$ cat config.mk
export PLATFORM = sky130hd
export DESIGN_NAME = multicycle_control_flat
export DESIGN_NICKNAME = d
export VERILOG_FILES = /design/src/rtl/multicycle_control_if.sv /design/src/rtl/multicycle_control.sv /design/src/flat_wrapper.sv
export SDC_FILE = /design/constraint.sdc
export NUM_CORES = 1
export LEC_CHECK = 0
export CORE_ASPECT_RATIO = 0.8
export CORE_MARGIN = 5
export CORE_UTILIZATION = 34
export DETAILED_ROUTE_END_ITERATION = 7
export PLACE_DENSITY = 0.73
export SLEW_MARGIN = 40
export SYNTH_ARGS = -nofsm -noshare
export SYNTH_HDL_FRONTEND = slang
export SYNTH_SLANG_ARGS = --single-unit
$ cat constraint.sdc
create_clock -name clk -period 1.3 [get_ports clk]
set_input_delay 0.13 -clock clk [delete_from_list [all_inputs] [get_ports clk]]
set_output_delay 0.13 -clock clk [all_outputs]
set_load 0.1 [all_outputs]
$ cat src/rtl/multicycle_control_if.sv
// Bundle between the multicycle controller and its datapath.
//   Op, MemReady      : datapath -> controller (opcode field, memory handshake)
//   PCWrite..RegDst   : controller -> datapath, single-bit datapath controls
//   PCSource          : PC mux select (00 ALU, 01 ALUOut, 10 jump target)
//   ALUSrcB           : ALU B select (00 RD2, 01 const 4, 10 SE, 11 SE<<2)
//   ALUop             : 00 add, 01 subtract, 10 decode funct
//   IllegalOp         : one-cycle pulse on an undefined opcode in DECODE
//   State             : current controller state, for debug
interface multicycle_control_if;
  logic [5:0] Op;
  logic       MemReady;
  logic       PCWrite;
  logic       PCWriteCond;
  logic       IorD;
  logic       MemRead;
  logic       MemWrite;
  logic       IRWrite;
  logic       MemtoReg;
  logic       ALUSrcA;
  logic       RegWrite;
  logic       RegDst;
  logic [1:0] PCSource;
  logic [1:0] ALUSrcB;
  logic [1:0] ALUop;
  logic       IllegalOp;
  logic [3:0] State;

  // Controller side
  modport master (
    input  Op, MemReady,
    output PCWrite, PCWriteCond, IorD, MemRead, MemWrite, IRWrite, MemtoReg, ALUSrcA,
           RegWrite, RegDst, PCSource, ALUSrcB, ALUop, IllegalOp, State
  );

  // Datapath side
  modport slave (
    output Op, MemReady,
    input  PCWrite, PCWriteCond, IorD, MemRead, MemWrite, IRWrite, MemtoReg, ALUSrcA,
           RegWrite, RegDst, PCSource, ALUSrcB, ALUop, IllegalOp, State
  );
endinterface

$ cat src/rtl/multicycle_control.sv
// Multicycle MIPS-style main controller (R-type, lw, sw, beq, j, optional addi).
// Ports:
//   clk   : rising-edge clock
//   reset : synchronous, active-high; returns the FSM to FETCH
//   bus   : multicycle_control_if.master -- Op/MemReady in, datapath controls and State out
// Parameter:
//   ADDI_EN : 1 decodes addi (001000); 0 treats it as an illegal opcode.
module multicycle_control #(
  parameter int unsigned ADDI_EN = 1
) (
  input logic                  clk,
  input logic                  reset,
  multicycle_control_if.master bus
);

  localparam logic [3:0] StFetch  = 4'd0;
  localparam logic [3:0] StDecode = 4'd1;
  localparam logic [3:0] StMemAdr = 4'd2;
  localparam logic [3:0] StMemRd  = 4'd3;
  localparam logic [3:0] StMemWb  = 4'd4;
  localparam logic [3:0] StMemWr  = 4'd5;
  localparam logic [3:0] StExec   = 4'd6;
  localparam logic [3:0] StAluWb  = 4'd7;
  localparam logic [3:0] StBranch = 4'd8;
  localparam logic [3:0] StJump   = 4'd9;
  localparam logic [3:0] StAddiEx = 4'd10;
  localparam logic [3:0] StAddiWb = 4'd11;

  localparam logic [5:0] OpRtype = 6'b000000;
  localparam logic [5:0] OpLw    = 6'b100011;
  localparam logic [5:0] OpSw    = 6'b101011;
  localparam logic [5:0] OpBeq   = 6'b000100;
  localparam logic [5:0] OpJ     = 6'b000010;
  localparam logic [5:0] OpAddi  = 6'b001000;

  localparam logic AddiOn = (ADDI_EN != 0);

  logic [3:0] state_q, state_d;
  logic [3:0] out_state;
  logic       op_legal;

  always_comb begin
    op_legal = 1'b0;
    case (bus.Op)
      OpRtype, OpLw, OpSw, OpBeq, OpJ: op_legal = 1'b1;
      OpAddi:                          op_legal = AddiOn;
      default:                         op_legal = 1'b0;
    endcase
  end

  always_comb begin
    state_d = StFetch;
    case (state_q)
      StFetch:  state_d = bus.MemReady ? StDecode : StFetch;
      StDecode: begin
        case (bus.Op)
          OpRtype:     state_d = StExec;
          OpLw, OpSw:  state_d = StMemAdr;
          OpBeq:       state_d = StBranch;
          OpJ:         state_d = StJump;
          OpAddi:      state_d = AddiOn ? StAddiEx : StFetch;
          default:     state_d = StFetch;
        endcase
      end
      StMemAdr: state_d = (bus.Op == OpLw) ? StMemRd : StMemWr;
      StMemRd:  state_d = bus.MemReady ? StMemWb : StMemRd;
      StMemWb:  state_d = StFetch;
      StMemWr:  state_d = bus.MemReady ? StFetch : StMemWr;
      StExec:   state_d = StAluWb;
      StAluWb:  state_d = StFetch;
      StBranch: state_d = StFetch;
      StJump:   state_d = StFetch;
      StAddiEx: state_d = StAddiWb;
      StAddiWb: state_d = StFetch;
      default:  state_d = StFetch;  // unused codes 12-15 recover to FETCH
    endcase
  end

  always_ff @(posedge clk) begin
    if (reset) begin
      state_q <= StFetch;
    end else begin
      state_q <= state_d;
    end
  end

  assign bus.State = state_q;

  // While reset is held, decode as FETCH so the datapath sees fetch muxing immediately,
  // even when the register still holds a mid-wait state.
  assign out_state = reset ? StFetch : state_q;

  always_comb begin
    bus.PCWrite     = 1'b0;
    bus.PCWriteCond = 1'b0;
    bus.IorD        = 1'b0;
    bus.MemRead     = 1'b0;
    bus.MemWrite    = 1'b0;
    bus.IRWrite     = 1'b0;
    bus.MemtoReg    = 1'b0;
    bus.ALUSrcA     = 1'b0;
    bus.RegWrite    = 1'b0;
    bus.RegDst      = 1'b0;
    bus.PCSource    = 2'b00;
    bus.ALUSrcB     = 2'b00;
    bus.ALUop       = 2'b00;
    bus.IllegalOp   = 1'b0;
    case (out_state)
      StFetch: begin
        bus.MemRead = 1'b1;
        bus.ALUSrcB = 2'b01;
        bus.IRWrite = bus.MemReady;
        bus.PCWrite = bus.MemReady;
      end
      StDecode: begin
        bus.ALUSrcB   = 2'b11;
        bus.IllegalOp = ~op_legal;
      end
      StMemAdr: begin
        bus.ALUSrcA = 1'b1;
        bus.ALUSrcB = 2'b10;
      end
      StMemRd: begin
        bus.MemRead = 1'b1;
        bus.IorD    = 1'b1;
      end
      StMemWb: begin
        bus.RegWrite = 1'b1;
        bus.MemtoReg = 1'b1;
      end
      StMemWr: begin
        bus.MemWrite = 1'b1;
        bus.IorD     = 1'b1;
      end
      StExec: begin
        bus.ALUSrcA = 1'b1;
        bus.ALUop   = 2'b10;
      end
      StAluWb: begin
        bus.RegWrite = 1'b1;
        bus.RegDst   = 1'b1;
      end
      StBranch: begin
        bus.ALUSrcA     = 1'b1;
        bus.ALUop       = 2'b01;
        bus.PCWriteCond = 1'b1;
        bus.PCSource    = 2'b01;
      end
      StJump: begin
        bus.PCWrite  = 1'b1;
        bus.PCSource = 2'b10;
      end
      StAddiEx: begin
        bus.ALUSrcA = 1'b1;
        bus.ALUSrcB = 2'b10;
      end
      StAddiWb: begin
        bus.RegWrite = 1'b1;
      end
      default: ;
    endcase
    if (reset) begin
      bus.PCWrite     = 1'b0;
      bus.PCWriteCond = 1'b0;
      bus.MemWrite    = 1'b0;
      bus.IRWrite     = 1'b0;
      bus.RegWrite    = 1'b0;
      bus.IllegalOp   = 1'b0;
    end
  end

endmodule

$ cat src/flat_wrapper.sv
// flat-port wrapper written by rule: the top's interface ports become plain ports
module multicycle_control_flat 
#(
  parameter int unsigned ADDI_EN = 1
)
  (clk, reset, bus_Op, bus_MemReady, bus_PCWrite, bus_PCWriteCond, bus_IorD, bus_MemRead, bus_MemWrite, bus_IRWrite, bus_MemtoReg, bus_ALUSrcA, bus_RegWrite, bus_RegDst, bus_PCSource, bus_ALUSrcB, bus_ALUop, bus_IllegalOp, bus_State);
  multicycle_control_if bus_i ();
  input logic clk;
  input logic reset;
  input wire logic [$bits(bus_i.Op)-1:0] bus_Op;
  input wire logic [$bits(bus_i.MemReady)-1:0] bus_MemReady;
  output wire logic [$bits(bus_i.PCWrite)-1:0] bus_PCWrite;
  output wire logic [$bits(bus_i.PCWriteCond)-1:0] bus_PCWriteCond;
  output wire logic [$bits(bus_i.IorD)-1:0] bus_IorD;
  output wire logic [$bits(bus_i.MemRead)-1:0] bus_MemRead;
  output wire logic [$bits(bus_i.MemWrite)-1:0] bus_MemWrite;
  output wire logic [$bits(bus_i.IRWrite)-1:0] bus_IRWrite;
  output wire logic [$bits(bus_i.MemtoReg)-1:0] bus_MemtoReg;
  output wire logic [$bits(bus_i.ALUSrcA)-1:0] bus_ALUSrcA;
  output wire logic [$bits(bus_i.RegWrite)-1:0] bus_RegWrite;
  output wire logic [$bits(bus_i.RegDst)-1:0] bus_RegDst;
  output wire logic [$bits(bus_i.PCSource)-1:0] bus_PCSource;
  output wire logic [$bits(bus_i.ALUSrcB)-1:0] bus_ALUSrcB;
  output wire logic [$bits(bus_i.ALUop)-1:0] bus_ALUop;
  output wire logic [$bits(bus_i.IllegalOp)-1:0] bus_IllegalOp;
  output wire logic [$bits(bus_i.State)-1:0] bus_State;
  assign bus_i.Op = bus_Op;
  assign bus_i.MemReady = bus_MemReady;
  assign bus_PCWrite = bus_i.PCWrite;
  assign bus_PCWriteCond = bus_i.PCWriteCond;
  assign bus_IorD = bus_i.IorD;
  assign bus_MemRead = bus_i.MemRead;
  assign bus_MemWrite = bus_i.MemWrite;
  assign bus_IRWrite = bus_i.IRWrite;
  assign bus_MemtoReg = bus_i.MemtoReg;
  assign bus_ALUSrcA = bus_i.ALUSrcA;
  assign bus_RegWrite = bus_i.RegWrite;
  assign bus_RegDst = bus_i.RegDst;
  assign bus_PCSource = bus_i.PCSource;
  assign bus_ALUSrcB = bus_i.ALUSrcB;
  assign bus_ALUop = bus_i.ALUop;
  assign bus_IllegalOp = bus_i.IllegalOp;
  assign bus_State = bus_i.State;
  multicycle_control #(.ADDI_EN(ADDI_EN)) u_core (.clk(clk), .reset(reset), .bus(bus_i));
endmodule
==> results of run 1 <==
==> metrics by stage <==
stage | cells | worst slack (ps) | util | hold slack [ps] | instance area, µm²
2_1_floorplan | 86 | -943 | - | 290 | 808
3_3_place_gp | 156 | -454 | 0.906 | 548 | 1430
3_5_place_dp | 156 | -489 | 0.906 | 569 | 1430
==> logic make-up after synthesis <==
logic type	after synthesis	synth area share
buffers and inverters	9	0.0701
adder cells (fa/ha/maj)	1	0.0181
flip-flops	4	0.145
AND/OR/NAND/NOR	45	0.432
XOR/XNOR	2	0.0317
AO/OA/AOI/OAI	25	0.303
==> synthesized netlist by cell type (2+ instances only) <==
cell type and count:
nand3_1 2, a21oi_1 5, dfxtp_1 4, o22ai_1 3, nor2_1 14, clkbuf_1 4, nor4_1 3, or3_1 2
o21ai_0 5, nand2b_1 8, inv_1 2, nor3_1 4, o32a_1 2, a211oi_1 2, nand2_1 4
==> flow_summary.ini, run 1 <==
[run_status]
status = did not finish
stop_stage = clock tree synthesis
error = [ERROR DPL-0038] Utilization greater than 100%, impossible to legalize

[clock_network]
cts_htree_levels = 1
cts_made_buffers = 3
post_cts_buffers = 6
cts-root-buf = clkbuf_4
cts_resized = 45
clockBufferDepth = 2
cts_sinks = 4
cts.hold.buffers_added = 0

[floorplanning]
dieWidth_um = 55.1
die_height_um = 46.1
rows = 13
start_util = 0.351
ios = 30

[synth]
postSynthCellCount = 86
synth-edff-count = 0
avgSynthCellArea_um2 = 6.43
yosysTopAreaCellShare = 0.145
synth_area_leader_cell = dfxtp_1
synthDistinctLibCells = 37
synth_ff_type = dfxtp_1
async_reset_ff_frac = 0
ys_ff_latch = 4
synthesis.area_um2 = 553
synth.yosys.warnings = 0
ys_top_cells_by_area = dfxtp_1 14%, nor2_1 9.5%, nand2b_1 9.0%
syn_nets = 95
ys_seq_area_frac = 0.145

[place]
port_buffers = 29
dp_hpwl_um = 2260
gp_congestion = 0.833
==> run 2: changes to the inputs <==
--- a/config.mk
+++ b/config.mk
@@ -5,11 +5,10 @@
 export SDC_FILE = /design/constraint.sdc
 export NUM_CORES = 1
 export LEC_CHECK = 0
-export CORE_ASPECT_RATIO = 0.8
-export CORE_MARGIN = 5
-export CORE_UTILIZATION = 34
+export CORE_AREA = 5 5 66 68
 export DETAILED_ROUTE_END_ITERATION = 7
-export PLACE_DENSITY = 0.73
+export DIE_AREA = 0 0 71 73
+export PLACE_DENSITY_LB_ADDON = 0.15
 export SLEW_MARGIN = 40
 export SYNTH_ARGS = -nofsm -noshare
 export SYNTH_HDL_FRONTEND = slang
==> constraint.sdc (replaced) <==
create_clock -name clk -period 1.7 [get_ports clk]
set_input_delay 0.17 -clock clk [delete_from_list [all_inputs] [get_ports clk]]
set_output_delay 0.17 -clock clk [all_outputs]
set_load 0.1 [all_outputs]
==> flow_summary.ini, run 2 <==
[global_route]
grt-ovfl-total = 0
grt_pass1_vias = 766
grt_start_max_net_pins = 16
grtUsageTotal = 0.0856
grt_pass1_wl_um = 3630
antenna_found_initial = 0

[sta]
setup_tns_ps = 0
min_period_ps = 1640
period_share = 0.962
relSlewSlack = 0.797
rsz0062_at_grt = false
finalHoldViolations = 0
clock.fmax_mhz = 611
slew_viol_final = 0
worst_slew_pin_slew_ps = 302
holdWs_ps = 438
fin_ws_ps = 64.6
fin_skew_ps = 4.05
setup_viol = 0

[clock_network]
cts-root-buf = clkbuf_8
cts_tree = done
clockBufferDepth = 2
path_clk_slew_ps = 30
cts_sinks = 4
cts_made_buffers = 3
clk_latency_ps = 220
cts_htree_levels = 1

[cells_and_area]
antenna_cells = 0
largest_reg_flops = 4
layout_common_cells = 21 x buf_12, 16 x buf_4, 6 x nor2_4
seq_area_um2 = 95.1
fillers = 405
multi_input_area_um2 = 591
final_common_cell = buf_12
area_growth_pct = 157
final_util = 0.374
drive_gt1_frac = 0.583
num-nets-final = 138

[synth]
synth_area_leader_cell = dfxtp_1
async_reset_ff_frac = 0
synth_common_cells = 14 x nor2_1, 8 x nand2b_1, 5 x a21oi_1, 5 x o21ai_0
yosysMostFrequentCell = nor2_1
ys_top_cells_by_area = dfxtp_1 14%, nor2_1 9.5%, nand2b_1 9.0%
postSynthCellCount = 86
syn_nets = 95
synth_ff_type = dfxtp_1
ys_ff_latch = 4
synthDistinctLibCells = 37
synth-edff-count = 0
synth.yosys.warnings = 0
ys_seq_area_frac = 0.145
yosysTopAreaCellShare = 0.145
avgSynthCellArea_um2 = 6.43
synthesis.area_um2 = 553

[critical_path]
arrival_ps = 1470
slowest_delay_ps = 370
cp_max_fo = 10
start_kind = flop
cp-end-kind = output port
crit_chain = or2_4, buf_4, a211oi_4, buf_12
critPathBufInv = 2
cp_top_family = buffers and inverters
slowest_stage = dfxtp_4
required_ps = 1530
critical_path_class = reg2out
ff2ff_setup_slack_ps = 110

[floorplanning]
die_height_um = 73
coreArea_um2 = 3800
ios = 30
die_area_um2 = 5180
rows = 23
start_util = 0.146
dieWidth_um = 71

[pwr]
ir_drop_mv = 0.323
pwr_density_cell_nw_per_um2 = 370
p_leak_nw = 0.511
power.total_w = 0.000525

[detailed_routing]
first_iter_violations = 17
wl_per_cell_um = 12.5
routed_wl_um = 2210
via_per_inst = 4.53
vias = 802
drc = 0
ant_nets = 0
firstDrtPassIters = 4

[run_status]
status = finished, final reports clean

[place]
gp_congestion = 0.770
pre_cts_ws_ps = -179
port_buffers = 29
dp_hpwl_um = 1740

[flow_run]
maxCapViolCount = 0

[worst_hold_path]
hp-class = in2reg
==> run 2: final timing paths <==
kind,start,end,cells past startpoint
worst min-delay path,reset,u_core.bus.State[3]$_SDFF_PP0_,4
worst min register to register,u_core.bus.State[1]$_SDFF_PP0_,u_core.bus.State[1]$_SDFF_PP0_,2
worst max-delay path,u_core.bus.State[0]$_SDFF_PP0_,bus_ALUSrcA,4
worst max register to register,u_core.bus.State[2]$_SDFF_PP0_,u_core.bus.State[0]$_SDFF_PP0_,3
==> run 2: final cells by class <==
class	count	share of cell area
inverter	2	0.00528
multi-input combinational	73	0.415
timing repair buffer	45	0.439
sequential	4	0.0669
clock buffer	3	0.0290
tap	50	0.0440
==> run 2: repair_timing <==
action | in CTS | in global routing
pin swaps | 2 | 4
setup endpoints to repair | 3 | 6
hold buffers | 0 | 0
resized for setup | 7 | 7
buffers inserted | 0 | 2
==> run 2: where the power goes <==
group	switching [W]	internal [W]	leakage, nW
clock network	0.0000475	0.000151	0.0216
logic	0.000131	0.0000978	0.454
registers	0.00000609	0.0000918	0.0355
==> run 2: worst min-delay path, stage by stage <==
cell and delay, ps:
dlymetal6s2s_1 120, buf_4 160, nor2_1 60, o21a_1 90
==> run 2: cell families after synthesis <==
| logic type | count (synthesis) | synth area share |
|---|---|---|
| compound gates | 25 | 0.303 |
| xor+xnor | 2 | 0.0317 |
| fa+ha+maj | 1 | 0.0181 |
| buf+inv | 9 | 0.0701 |
| flops | 4 | 0.145 |
| simple gates | 45 | 0.432 |
==> run 2: layer usage <==
metal,vias to the layer above,track usage,routed length [µm]
met5,-,0,0
met1,362,0.109,1030
met4,0,0.0188,38
li1,393,-,-
met3,6,0.0220,116
met2,41,0.145,1020
==> run 2: metrics by stage <==
stage / cell area [µm²] / cells
detailed placement: 1340 / 172
global route: 1420 / 177
CTS: 1380 / 175
floorplan: 761 / 86
finish: 1420 / 177
global placement: 1340 / 172
Power figures use the tool's default switching activity.
